[src/rtl/multicycle_control_fsm_pkg.sv]
// Shared constants for the multicycle RV32I control FSM.
// Holds the state encoding, opcodes, ALU class codes, mux select codes and the
// word-sized MemOp used outside memory states.
package multicycle_control_fsm_pkg;

  localparam int unsigned STATE_W = 4;
  localparam int unsigned OP_W    = 7;
  localparam int unsigned F3_W    = 3;
  localparam int unsigned ALUOP_W = 3;
  localparam int unsigned SEL_W   = 2;

  typedef enum logic [STATE_W-1:0] {
    S_FETCH    = 4'd0,
    S_DECODE   = 4'd1,
    S_MEMADR   = 4'd2,
    S_MEMREAD  = 4'd3,
    S_MEMWB    = 4'd4,
    S_MEMWRITE = 4'd5,
    S_EXECR    = 4'd6,
    S_EXECI    = 4'd7,
    S_ALUWB    = 4'd8,
    S_BRANCH   = 4'd9,
    S_JAL      = 4'd10,
    S_JALR     = 4'd11,
    S_LUI      = 4'd12,
    S_AUIPC    = 4'd13
  } state_t;

  localparam logic [OP_W-1:0] OP_LOAD   = 7'b0000011;
  localparam logic [OP_W-1:0] OP_STORE  = 7'b0100011;
  localparam logic [OP_W-1:0] OP_RTYPE  = 7'b0110011;
  localparam logic [OP_W-1:0] OP_ITYPE  = 7'b0010011;
  localparam logic [OP_W-1:0] OP_JAL    = 7'b1101111;
  localparam logic [OP_W-1:0] OP_JALR   = 7'b1100111;
  localparam logic [OP_W-1:0] OP_BRANCH = 7'b1100011;
  localparam logic [OP_W-1:0] OP_LUI    = 7'b0110111;
  localparam logic [OP_W-1:0] OP_AUIPC  = 7'b0010111;

  localparam logic [ALUOP_W-1:0] ALUOP_ADD   = 3'b000;
  localparam logic [ALUOP_W-1:0] ALUOP_SUB   = 3'b001;
  localparam logic [ALUOP_W-1:0] ALUOP_RTYPE = 3'b010;
  localparam logic [ALUOP_W-1:0] ALUOP_ITYPE = 3'b011;
  localparam logic [ALUOP_W-1:0] ALUOP_PASSB = 3'b100;

  localparam logic [SEL_W-1:0] RES_ALUOUT    = 2'b00;
  localparam logic [SEL_W-1:0] RES_DATA      = 2'b01;
  localparam logic [SEL_W-1:0] RES_ALURESULT = 2'b10;

  localparam logic [SEL_W-1:0] SRCA_PC    = 2'b00;
  localparam logic [SEL_W-1:0] SRCA_OLDPC = 2'b01;
  localparam logic [SEL_W-1:0] SRCA_RS1   = 2'b10;

  localparam logic [SEL_W-1:0] SRCB_RS2  = 2'b00;
  localparam logic [SEL_W-1:0] SRCB_IMM  = 2'b01;
  localparam logic [SEL_W-1:0] SRCB_FOUR = 2'b10;

  localparam logic [F3_W-1:0] MEMOP_WORD = 3'b010;

endpackage

[src/rtl/multicycle_control_fsm_branch_cond.sv]
// Branch-taken decode from funct3 and the ALU compare flags.
// Ports: i_funct3 (branch kind), i_zero / i_alub31 / i_cout (flags of rs1-rs2),
//        o_taken_c (combinational taken).
module multicycle_control_fsm_branch_cond
  import multicycle_control_fsm_pkg::*;
(
  input  logic [F3_W-1:0] i_funct3,
  input  logic            i_zero,
  input  logic            i_alub31,
  input  logic            i_cout,
  output logic            o_taken_c
);

  // Cout=1 means rs1 >= rs2 unsigned, so BLTU is !Cout and BGEU is Cout.
  always_comb begin
    o_taken_c = 1'b0;
    case (i_funct3)
      3'b000:  o_taken_c = i_zero;
      3'b001:  o_taken_c = !i_zero;
      3'b100:  o_taken_c = i_alub31;
      3'b101:  o_taken_c = !i_alub31;
      3'b110:  o_taken_c = !i_cout;
      3'b111:  o_taken_c = i_cout;
      default: o_taken_c = 1'b0;
    endcase
  end

endmodule

[src/rtl/multicycle_control_fsm.sv]
// Main control FSM of a multicycle RV32I CPU: sequences fetch, decode,
// execute, memory and writeback and drives all datapath enables/selects.
// Inputs : clk, rst (async active-low), op, funct3, Zero, ALUb31, Cout.
// Outputs: PCUpdate, Branch, AddrSrc, MemWrite, IRWrite, RegWrite, ALUop,
//          ResultSrc, ALUSrcA, ALUSrcB, JALR_LSB, MemOp (decoded from state).
module multicycle_control_fsm
  import multicycle_control_fsm_pkg::*;
(
  input  logic               clk,
  input  logic               rst,
  input  logic [OP_W-1:0]    op,
  input  logic [F3_W-1:0]    funct3,
  input  logic               Zero,
  input  logic               ALUb31,
  input  logic               Cout,
  output logic               PCUpdate,
  output logic               Branch,
  output logic               AddrSrc,
  output logic               MemWrite,
  output logic               IRWrite,
  output logic               RegWrite,
  output logic [ALUOP_W-1:0] ALUop,
  output logic [SEL_W-1:0]   ResultSrc,
  output logic [SEL_W-1:0]   ALUSrcA,
  output logic [SEL_W-1:0]   ALUSrcB,
  output logic               JALR_LSB,
  output logic [F3_W-1:0]    MemOp
);

  state_t state;
  state_t w_next;
  logic   w_taken;

  multicycle_control_fsm_branch_cond u_branch_cond (
    .i_funct3  (funct3),
    .i_zero    (Zero),
    .i_alub31  (ALUb31),
    .i_cout    (Cout),
    .o_taken_c (w_taken)
  );

  // State register.
  always_ff @(posedge clk or negedge rst) begin
    if (!rst) state <= S_FETCH;
    else      state <= w_next;
  end

  // Next-state and output decode.
  always_comb begin
    w_next    = S_FETCH;
    PCUpdate  = 1'b0;
    Branch    = 1'b0;
    AddrSrc   = 1'b0;
    MemWrite  = 1'b0;
    IRWrite   = 1'b0;
    RegWrite  = 1'b0;
    ALUop     = ALUOP_ADD;
    ResultSrc = RES_ALUOUT;
    ALUSrcA   = SRCA_PC;
    ALUSrcB   = SRCB_RS2;
    JALR_LSB  = 1'b0;
    MemOp     = MEMOP_WORD;

    case (state)
      S_FETCH: begin
        w_next    = S_DECODE;
        IRWrite   = 1'b1;
        PCUpdate  = 1'b1;
        ALUSrcB   = SRCB_FOUR;
        ResultSrc = RES_ALURESULT;
      end
      S_DECODE: begin
        ALUSrcA = SRCA_OLDPC;
        ALUSrcB = SRCB_IMM;
        case (op)
          OP_LOAD, OP_STORE: w_next = S_MEMADR;
          OP_RTYPE:          w_next = S_EXECR;
          OP_ITYPE:          w_next = S_EXECI;
          OP_JAL:            w_next = S_JAL;
          OP_JALR:           w_next = S_JALR;
          OP_BRANCH:         w_next = S_BRANCH;
          OP_LUI:            w_next = S_LUI;
          OP_AUIPC:          w_next = S_AUIPC;
          default:           w_next = S_FETCH;
        endcase
      end
      S_MEMADR: begin
        w_next  = (op == OP_LOAD) ? S_MEMREAD : S_MEMWRITE;
        ALUSrcA = SRCA_RS1;
        ALUSrcB = SRCB_IMM;
        MemOp   = funct3;
      end
      S_MEMREAD: begin
        w_next  = S_MEMWB;
        AddrSrc = 1'b1;
        MemOp   = funct3;
      end
      S_MEMWB: begin
        ResultSrc = RES_DATA;
        RegWrite  = 1'b1;
        MemOp     = funct3;
      end
      S_MEMWRITE: begin
        AddrSrc  = 1'b1;
        MemWrite = 1'b1;
        MemOp    = funct3;
      end
      S_EXECR: begin
        w_next  = S_ALUWB;
        ALUSrcA = SRCA_RS1;
        ALUSrcB = SRCB_RS2;
        ALUop   = ALUOP_RTYPE;
      end
      S_EXECI: begin
        w_next  = S_ALUWB;
        ALUSrcA = SRCA_RS1;
        ALUSrcB = SRCB_IMM;
        ALUop   = ALUOP_ITYPE;
      end
      S_ALUWB: begin
        RegWrite = 1'b1;
      end
      S_BRANCH: begin
        ALUSrcA = SRCA_RS1;
        ALUSrcB = SRCB_RS2;
        ALUop   = ALUOP_SUB;
        Branch  = w_taken;
      end
      S_JALR: begin
        w_next  = S_JAL;
        ALUSrcA = SRCA_RS1;
        ALUSrcB = SRCB_IMM;
      end
      // Shared by JAL and JALR: link value PC+4, PC loaded from ALUOut.
      S_JAL: begin
        w_next   = S_ALUWB;
        ALUSrcA  = SRCA_OLDPC;
        ALUSrcB  = SRCB_FOUR;
        PCUpdate = 1'b1;
        JALR_LSB = (op == OP_JALR);
      end
      S_LUI: begin
        w_next  = S_ALUWB;
        ALUSrcB = SRCB_IMM;
        ALUop   = ALUOP_PASSB;
      end
      S_AUIPC: begin
        w_next  = S_ALUWB;
        ALUSrcA = SRCA_OLDPC;
        ALUSrcB = SRCB_IMM;
      end
      default: w_next = S_FETCH;
    endcase

    // Enables stay quiet while reset is held even though state reads FETCH.
    if (!rst) begin
      PCUpdate = 1'b0;
      Branch   = 1'b0;
      MemWrite = 1'b0;
      IRWrite  = 1'b0;
      RegWrite = 1'b0;
    end
  end

endmodule

[config.mk]
export PLATFORM = sky130hd
export DESIGN_NAME = multicycle_control_fsm
export DESIGN_NICKNAME = d
export VERILOG_FILES = /design/src/rtl/multicycle_control_fsm_pkg.sv /design/src/rtl/multicycle_control_fsm_branch_cond.sv /design/src/rtl/multicycle_control_fsm.sv
export SDC_FILE = /design/constraint.sdc
export NUM_CORES = 1
export LEC_CHECK = 0
export BUFFER_PORTS_ARGS = -buffer_cell sky130_fd_sc_hd__buf_4
export CELL_PAD_IN_SITES_DETAIL_PLACEMENT = 0
export CELL_PAD_IN_SITES_GLOBAL_PLACEMENT = 2
export CORE_MARGIN = 4
export CORE_UTILIZATION = 25
export CTS_BUF_LIST = sky130_fd_sc_hd__clkbuf_8
export DETAILED_ROUTE_END_ITERATION = 12
export GPL_TIMING_DRIVEN = 1
export PLACE_DENSITY_LB_ADDON = 0.3
export SLEW_MARGIN = 25
export SYNTH_ARGS = -nofsm -noshare
export SYNTH_HDL_FRONTEND = slang
export SYNTH_HIERARCHICAL = 1
export SYNTH_SLANG_ARGS = --single-unit
[constraint.sdc]
create_clock -name clk -period 5.5 [get_ports clk]
set_input_delay 1.65 -clock clk [delete_from_list [all_inputs] [get_ports clk]]
set_output_delay 1.65 -clock clk [all_outputs]
set_load 0.02 [all_outputs]
# Yosys cells after proc, flatten, opt, wreduce, memory -nomap -nowiden
# Cells that the tools add are included.
dict set report totals {
  input_bits 15
  ff_bits 4
  out_inout_bits 19
}
dict set report op_classes {
  n_reduce_logical 14
  muxes 21
  n_eq_ne 27
}
# op n
set ops {}
lappend ops {{$pmux W4 S8} 1}
lappend ops {{$eq A4 B4 Y1 const B} 6}
lappend ops {{$pmux W4 S6} 1}
lappend ops {{$eq A7 B6 Y1 const B} 3}
lappend ops {{$eq A7 B7 Y1 const B} 3}
lappend ops {{$eq A4 B3 Y1 const B} 4}
lappend ops {{$eq A7 B5 Y1 const B} 2}
lappend ops {{$eq A3 B3 Y1 const B} 4}
lappend ops {{$mux W1} 12}
lappend ops {{$pmux W2 S2} 3}
lappend ops {{$pmux W3 S4} 1}
lappend ops {{$reduce_or A5 Y1} 2}
lappend ops {{$eq A4 B2 Y1 const B} 2}
lappend ops {{$reduce_or A2 Y1} 4}
lappend ops {{$eq A7 B2 Y1 const B} 1}
lappend ops {{$mux W3} 2}
lappend ops {{$pmux W1 S6} 1}
lappend ops {{$reduce_or A6 Y1} 1}
lappend ops {{$eq A4 B1 Y1 const B} 1}
lappend ops {{$logic_not A4 Y1} 1}
lappend ops {{$reduce_or A4 Y1} 1}
lappend ops {{$eq A3 B1 Y1 const B} 1}
lappend ops {{$logic_not A1 Y1} 3}
lappend ops {{$logic_not A3 Y1} 1}
lappend ops {{$reduce_or A3 Y1} 1}

# Longest topological paths before layout
dict set report depth {
  depth_word 4
  depth_mapped 5
}

# Cells and area by module
# The synthesis kept the hierarchy.
# mod instances cells_per_inst seq_area_each_um2 area_each_um2
set by_module_without_submodules {}
lappend by_module_without_submodules {multicycle_control_fsm 1 75 100.1 553.0}
lappend by_module_without_submodules {multicycle_control_fsm_branch_cond 1 7 0.0 61.3}

# Worst setup path after synthesis
# Ideal clock, no wire load.
dict set report synth_timing {
  path_type {input port to output port}
  start {in funct3[1]}
  end {out Branch}
  path_stages 5
  setup_slack_ns 1.303
  arrival_ns 2.547
  required_ns 3.850
  n_path_buf 0
  cell_sequence {nor2b_4 o21ai_0 a31o_1 nand2_1 nor3_1}
}
dict set report synth_between {
  elab_chain_len 4
  elab_cells_between_ends 9
}
# element line_no
set synth_rtl {}
lappend synth_rtl {{start: declaration} multicycle_control_fsm.sv:12} ;# input logic [F3_W-1:0] funct3,
lappend synth_rtl {{$eq A3 B3 Y1, or another cell as far along} multicycle_control_fsm_branch_cond.sv:17} ;# case (i_funct3)
lappend synth_rtl {{$pmux W1 S6 *} multicycle_control_fsm_branch_cond.sv:17}
lappend synth_rtl {{named net w_taken} multicycle_control_fsm.sv:32} ;# logic w_taken;
lappend synth_rtl {{$mux W1 *} multicycle_control_fsm.sv:64} ;# case (state)
lappend synth_rtl {{$mux W1 *} multicycle_control_fsm.sv:156} ;# if (!rst) begin
lappend synth_rtl {{end: declaration} multicycle_control_fsm.sv:17} ;# output logic Branch,
# The timed path passes the listed nets; every way through them passes the cells marked *.

# Worst setup path after layout
# Ends and elaborated chain as after synthesis.

==> results_dict.tcl <==
set metrics [dict create \
    num_io_pins 34 \
    fin_area_sq_um 905 \
    cp_slowest_cell "or3_1" \
    place_area_sq_um 863 \
    reg2reg_slack_ns 3.90 \
    yosys.area.top_type_share_pct 16.3 \
    initial_utilization_pct 27.0 \
    critPathBufInv 2 \
    synth_cell_type_count 39 \
    crit_path_max_incr_delay_ns 0.33 \
    postCtsSetupRepairBufs 0 \
    path_delay_family "simple AND/OR/NAND/NOR gates" \
    fp.dieArea_sq_mm 0.00331 \
    reg_top3 "state x4" \
    status "completed" \
    place_hpwl_um 1350 \
    critPathLaunchType "input port" \
    pwr-share-seq_pct 21.6 \
    top_register "state" \
    syn_to_final_growth_pct 47.3 \
    ant_nets 0 \
    gp_congestion 0.702 \
    clockPowerShare_pct 23.7 \
    synth.largest_area_cell "dfrtp_1" \
    finalNetCount 129 \
    hp-class "reg2reg" \
    syn_inst 82 \
    ys_seq_elements 4 \
    tns_ns 0 \
    wirelength_um 1670 \
    wl_per_cell_um 12.0 \
    syn-cell-area_sq_um 614 \
    p_comb_share_pct 54.6 \
    min_path_cells 1 \
    cp.arrival_ns 2.69 \
    row_count 17 \
    grt_pass1_vias 665 \
    grt_start_max_net_pins 18 \
    multiInputGateArea_sq_um 469 \
    cts_root_buf "clkbuf_8" \
    largest_register_ffs 4 \
    antenna_found_initial 0 \
    worstHoldStart "state[2]" \
    ys.flop_type "dfrtp_1" \
    coreArea_sq_mm 0.00228 \
    numPortBuffers 33 \
    drc 0 \
    crit_type "in2out" \
    switching_power_mw 0.107 \
    grt_overflow 0 \
    drive_above_1_share_pct 35.7 \
    hold_end "state[2]" \
    p_leak_nw 0.416 \
    ir_worst_vdd_mv 0.163 \
    firstDrtPassIters 4 \
    crit_chain "buf_4 -> nor2b_4 -> or3_1 -> a31o_1 -> nand2_1 -> nor3_1 -> buf_4" \
    cts_tree "built" \
    cap_violations 0 \
    maxSlewHeadroom_pct 66.4 \
    finalHoldViolations 0 \
    die_w_um 57.6 \
    rr_startpoint "state[1]" \
    grt_usage_pct 10.4 \
    drtIter0Drc 6 \
    synth_edf_count 0 \
    drv_slew 0 \
    synth-warning-count 6 \
    finalCritPeriodShare_pct 78.9 \
    r2r_end "state[1]" \
    clock-sinks 4 \
    clock_skew_ns 0.00111 \
    cts_resized 0 \
    cts_buffers 3 \
    clock_latency_ns 0.21 \
    period_minus_slack_ns 4.34 \
    cp-end-kind "output port" \
    critPathMostFrequentCell "buf_4" \
    dieHeight_um 57.6 \
    final_cell_mix "buf_4 (33), nor3_1 (8), and2_1 (7), nor2_1 (5)" \
    yosysSeqAreaShare_pct 16.3 \
    synth_nets 97 \
    synth.avg_cell_area_sq_um 7.49 \
    power_switching_share_pct 42.0 \
    rsz0062_at_grt "false" \
    final-seq-area_sq_um 100 \
    intPower_mw 0.148 \
    worst_pin_slew_ns 0.504 \
    ctsHoldBuffers 0 \
    fmax_mhz 230 \
    rr_worst_depth 3 \
    worst-path-max-fanout 4 \
    cts_max_path_buffers 2 \
    diodes 0 \
    cts_max_level 1 \
    final_common_cell "buf_4" \
    path_clk_slew_ns 0.03 \
    vias 682 \
    cp.required_ns 3.85 \
    ys_top_cells_by_area "dfrtp_1 (16%), and2_1 (7.1%), nor3_1 (6.5%), nor2b_4 (4.5%), nor2b_1 (4.1%)" \
    via_per_inst 4.87 \
    p_per_area_mw_per_mm2 283 \
    fill_cells 236 \
    synth_async_sr_flop_share_pct 100 \
    final-setup-viol-count 0 \
    grt_pass1_wl_um 2740 \
]
kinds of logic (layout without fill, tap and decap cells):
family | Yosys count | after routing | share of synthesized area (%)
flip-flops | 4 | 4 | 16.3
XOR/XNOR | 3 | 3 | 4.28
multiplexers | 2 | 2 | 3.46
AND/OR/NAND/NOR | 51 | 51 | 53.8
buffers and inverters | 9 | 39 | 7.33
AO/OA/AOI/OAI | 13 | 13 | 14.9
layout make-up:
cell class                      count  area share, %
Sequential cell                     4           11.1
Multi-Input combinational cell     69           51.9
Timing Repair Buffer               33           27.4
Clock buffer                        3           4.56
Inverter                            3           1.24
Tap cell                           28           3.87
metrics by stage:
stage | utilization (%) | hold WS [ns] | setup WS (ns) | power [mW] | std cells
floorplan | - | 0.595 | 1.30 | 0.146 | 82
global placement | 37.9 | 0.717 | 1.17 | 0.199 | 137
detailed placement | 37.9 | 0.701 | 1.15 | 0.198 | 137
CTS | 39.7 | 0.710 | 1.15 | 0.260 | 140
global route | 39.7 | 0.760 | 1.08 | 0.276 | 140
finish | 39.7 | 0.698 | 1.16 | 0.256 | 140
worst max path at each step:
stage | cells past startpoint | start | slack, ns | endpoint
after global placement | 7 | funct3[1] | 1.17 | Branch
after CTS | 7 | funct3[1] | 1.15 | Branch
after global routing | 7 | funct3[1] | 1.08 | Branch
final | 7 | funct3[1] | 1.16 | Branch
after detailed placement | 7 | funct3[1] | 1.15 | Branch
after floorplan | 5 | funct3[1] | 1.30 | Branch
cells in the mapped netlist, types with 2 or more instances:
cell	n
nor3_1	8
nand2_1	3
nor2_1	5
nor2b_4	2
inv_1	3
xnor2_1	2
or3_1	3
dfrtp_1	4
nor2b_1	4
and3_1	2
nor4bb_1	2
clkbuf_1	2
o21ai_0	3
a21oi_1	2
nand3b_1	3
and2_1	7
nand2b_1	2
nor4_1	2
buf_2	3
power groups by stage:
stage	Clock, mW	Sequential (mW)	Combinational, mW
2_1_floorplan	0	0.0370	0.109
5_1_grt	0.0658	0.0589	0.151
6_report	0.0607	0.0553	0.140
4_1_cts	0.0626	0.0561	0.142
3_3_place_gp	0	0.0572	0.142
3_5_place_dp	0	0.0563	0.142
layer usage:
layer / vias up / GRT usage (%) / wire [um]
met5: - / 0 / 0
met4: 0 / 5.96 / 14
met3: 2 / 1.13 / 107
met2: 21 / 17.6 / 796
met1: 296 / 12.6 / 754
li1: 363 / - / -
Note: power is estimated with default switching activity, not from simulation.
